File: src/rtl/regfile_mp.sv
// Multi-port integer register file with a per-register pending-write scoreboard (x0 hardwired to 0).
// Optional write-through forwarding on the read ports is enabled by defining REGFILE_BYPASS_EN.
module regfile_mp #(
    parameter int DATA_W   = 32,
    parameter int NUM_REGS = 32,
    parameter int NUM_RD   = 2,
    parameter int NUM_WR   = 1,
    localparam int AW      = $clog2(NUM_REGS)
) (
    input  logic                       i_clk,
    input  logic                       i_reset,
    input  logic [NUM_RD*AW-1:0]       i_rs_addr,
    output logic [NUM_RD*DATA_W-1:0]   o_rs_data,
    output logic [NUM_RD-1:0]          o_rs_busy,
    input  logic [NUM_WR-1:0]          i_rd_wren,
    input  logic [NUM_WR*AW-1:0]       i_rd_addr,
    input  logic [NUM_WR*DATA_W-1:0]   i_rd_data,
    input  logic                       i_alloc_en,
    input  logic [AW-1:0]              i_alloc_addr,
    output logic [NUM_REGS-1:0]        o_busy_vec
);

    // There is no handshake anywhere: every write and allocation presented
    // on a rising edge completes on that edge.
    logic [DATA_W-1:0]   regs [NUM_REGS];
    logic [NUM_REGS-1:0] busy;
    logic [AW-1:0]       ra;
    logic [AW-1:0]       wa;

    // Later non-blocking assignments win: the highest write port beats lower
    // ones, and an allocation beats a write that would clear the same busy bit.
    always_ff @(posedge i_clk) begin
        if (i_reset) begin
            for (int r = 0; r < NUM_REGS; r++) begin
                regs[r] <= '0;
            end
            busy <= '0;
        end else begin
            for (int w = 0; w < NUM_WR; w++) begin
                if (i_rd_wren[w] && (i_rd_addr[w*AW +: AW] != '0)) begin
                    regs[i_rd_addr[w*AW +: AW]] <= i_rd_data[w*DATA_W +: DATA_W];
                    busy[i_rd_addr[w*AW +: AW]] <= 1'b0;
                end
            end
            if (i_alloc_en && (i_alloc_addr != '0)) begin
                busy[i_alloc_addr] <= 1'b1;
            end
            busy[0] <= 1'b0;
        end
    end

    always_comb begin
        o_rs_data = '0;
        o_rs_busy = '0;
        ra        = '0;
        wa        = '0;
        for (int k = 0; k < NUM_RD; k++) begin
            ra = i_rs_addr[k*AW +: AW];
            if (ra != '0) begin
                o_rs_data[k*DATA_W +: DATA_W] = regs[ra];
                o_rs_busy[k]                  = busy[ra];
`ifdef REGFILE_BYPASS_EN
                // Ascending scan so the highest matching write port is forwarded.
                for (int w = 0; w < NUM_WR; w++) begin
                    wa = i_rd_addr[w*AW +: AW];
                    if (i_rd_wren[w] && (wa == ra)) begin
                        o_rs_data[k*DATA_W +: DATA_W] = i_rd_data[w*DATA_W +: DATA_W];
                        o_rs_busy[k] = i_alloc_en && (i_alloc_addr == ra);
                    end
                end
`endif
            end
        end
    end

    assign o_busy_vec = busy;

endmodule

File: config.mk
export PLATFORM = sky130hd
export DESIGN_NAME = regfile_mp
export DESIGN_NICKNAME = d
export VERILOG_FILES = /design/src/rtl/regfile_mp.sv
export SDC_FILE = /design/constraint.sdc
export NUM_CORES = 2
export LEC_CHECK = 0
export ABC_AREA = 1
export BUFFER_PORTS_ARGS = -buffer_cell sky130_fd_sc_hd__buf_2
export CAP_MARGIN = 10
export CELL_PAD_IN_SITES_DETAIL_PLACEMENT = 2
export CELL_PAD_IN_SITES_GLOBAL_PLACEMENT = 2
export CORE_ASPECT_RATIO = 1.4
export CORE_UTILIZATION = 39
export CTS_BUF_LIST = sky130_fd_sc_hd__clkbuf_8
export DETAILED_ROUTE_END_ITERATION = 16
export PLACE_DENSITY_LB_ADDON = 0.1
export SYNTH_ARGS = -nofsm -noshare
export SYNTH_HDL_FRONTEND = slang
export SYNTH_SLANG_ARGS = --single-unit
File: constraint.sdc
create_clock -name i_clk -period 5.75 [get_ports i_clk]
set_input_delay 1.725 -clock i_clk [delete_from_list [all_inputs] [get_ports i_clk]]
set_output_delay 1.725 -clock i_clk [all_outputs]
set_load 0.05 [all_outputs]
==> reports/results.tsv <==
metric	value	unit
cts_made_buffers	179	
crit_path_end_kind	output port	
portBuffers	152	
dieArea	0.1504	sq mm
rrSetupSlack	4.96	ns
dieHeight	458.4	microns
ant_nets	0	
status	finished, final reports clean	
synthTopCellsByCount	nand2_1, nand3_1, nor2_1	
globalRouteOverflowTotal	0	
p_sw	6.130	mW
dieWidth	328.0	microns
p_leak	28.00	nW
cts_root_buf	clkbuf_8	
wl_per_cell	32.06	microns
timing.fmax	175.9	MHz
hold_violations	0	
first_global_vias	64180	
antenna_found_initial	9	
seq_area	0.03137	sq mm
switching_share	32.32	%
clock_skew	0	ns
tightest_slew	1.274	ns
ys_warn_count	0	
cts_setup_buffers	0	
synth-compound-area-share	2.721	%
synth-main-ff-cell	edfxtp_1	
start_util	39.28	%
areaGrowthSynthToFinish	14.41	%
hold_path.class	reg2reg	
internal_power	12.84	mW
cts_buffer_depth	3	
synth_cell_types	24	
synth_simple_gate_area_share	37.87	%
hold_ws	0.5454	ns
insertion_delay	0.99	ns
ys_ff_latch	1055	
synth_mux_area_share	0	%
path_clk_slew	0.06	ns
critical_path_arrival	3.96	ns
p_total	18.97	mW
vias	59460	
drv_cap	0	
synth_fa_ha_area_share	0	%
ctsHoldBuffers	0	
place_congestion	0.8684	
cp-start-kind	input port	
timing.setup.tns	0	ns
worstSetupPathType	in2out	
cp.required	4.03	ns
syn_area_per_cell	7.738	sq um
track_usage	40.54	%
synth_top_family_by_area	simple AND/OR/NAND/NOR gates	
clockPowerShare	34.4	%
period_minus_slack	5.686	ns
cts_sinks	1055	
drc	0	
via_per_inst	6.186	
maxSlewViolCount	0	
fin_crit_sh	98.89	%
htree_levels	4	
vdd_ir_drop_max	0.2240	mV
synthArstFlopShare	0	%
grt_max_degree	77	
rr_startpoint	o_busy_vec[7]	
slew_headroom	14.97	%
seqPwrFrac	48.0	%
synth.most_common_cell	nand2_1	
final_nets	7587	
detailed_place_hpwl	182400	microns
worstHoldStart	o_busy_vec[15]	
startpoint	i_rs_addr[0]	
synthXorXnorAreaFrac	0	%
wl	308100	microns
drt-initial-drc-count	5413	
yosysSeqAreaShare	54.05	%
synth_edf_count	1024	
setup_viol	0	
comb_power_share	17.5	%
cts_resized	0	
cp_max_fo	76	
p_per_area	285.6	mW/mm^2
coreArea	0.1477	sq mm
synth_top_area_share	52.98	%
grt_pass1_wl	439600	microns
drt_pass1_iterations	5	
yosysTopAreaCell	edfxtp_1	
rsz0062_at_grt	false	
multi_input_area	0.02393	sq mm
tritoncts	built	
drive_above_1_share	10.10	%
ios	154	
netlist_instances	7500	
syn_area	0.05803	sq mm
yosys-top-cells-area	edfxtp_1, nand2_1, nand3_1	
num_rows	167	
fillCellCount	16690	
worst paths after layout:
kind / to / cells past startpoint
worst max-delay path: o_rs_data[16] / 12
worst min-delay path: o_busy_vec[15] / 2
worst max register to register: o_busy_vec[7] / 2
worst min register to register: o_busy_vec[15] / 2
worst max-delay path, cell delays in order:
cell     delay, ns
buf_8         0.24
buf_12        0.42
buf_4         0.36
nand2_1       0.09
nand3_1       0.10
nand3_1       0.10
nand2_1       0.09
nand2_1       0.06
nand3_1       0.10
nand2_1       0.07
nor2_1        0.18
buf_2         0.32
sequential cells by signal (all words and copies together) (netlist names):
register,count
regs,1024
o_busy_vec,31
kinds of logic after synthesis:
logic type | count (synthesis)
other cells | 1
compound gates | 312
simple gates | 5358
flops | 1055
buf+inv | 774
power groups by stage:
stage	logic [mW]	registers [mW]	clock network, mW
after floorplan	1.77	9.17	0
after global placement	3.15	9.21	0
after detailed placement	3.25	9.25	0
after CTS	3.27	9.09	6.57
after global routing	3.48	9.14	6.84
final	3.33	9.11	6.53
per-layer routing:
metal / vias to the layer above / global-route usage (%) / share of wire, %
li1: 24810 / - / -
met1: 30660 / 46.94 / 37
met2: 2929 / 67.98 / 48
met3: 1062 / 7.723 / 7.7
met4: 10 / 26.91 / 7.1
met5: - / 0 / 0.021
stage by stage:
| step | cell area (sq um) | worst slack [ns] | instances | utilization, % |
|---|---|---|---|---|
| CTS | 66280 | 0.1218 | 9604 | 44.87 |
| floorplan | 58150 | 0.5592 | 7532 | - |
| global route | 66390 | 0.01564 | 9610 | 44.94 |
| global placement | 63100 | 0.1434 | 9289 | 42.71 |
| detailed placement | 63100 | 0.1601 | 9289 | 42.71 |
| finish | 66400 | 0.06404 | 9612 | 44.95 |
cell type report:
type	instances	area share [%]
antenna	4	0.01507
clock buffer	185	3.835
clock inverter	130	0.9554
inverter	118	0.7443
multi-input combinational	5703	36.04
sequential	1055	47.24
tap	1943	3.661
timing repair buffer	474	7.503
cell usage in the layout, fill, tap and decap left out, types with 3 or more instances in the layout:
master,Yosys,layout
buf_16,0,4
nor3_1,6,6
edfxtp_1,1024,1024
o21ai_4,0,3
dfxtp_1,31,31
clkinv_2,0,21
diode_2,0,4
nor2_1,1269,1269
inv_2,15,10
buf_12,0,130
buf_2,127,128
nand3_1,1471,1442
nand2_2,0,28
clkinvlp_4,0,6
o21ai_0,171,168
inv_8,0,6
buf_4,10,206
bufinv_16,0,3
clkbuf_8,0,185
nand3_2,0,29
o21ai_1,5,5
a21oi_1,127,127
clkinv_1,4,43
inv_1,99,153
inv_6,0,4
o22ai_1,5,5
conb_1,1,33
nand2_1,2607,2579
buf_8,0,4
Power figures use the tool's default switching activity.
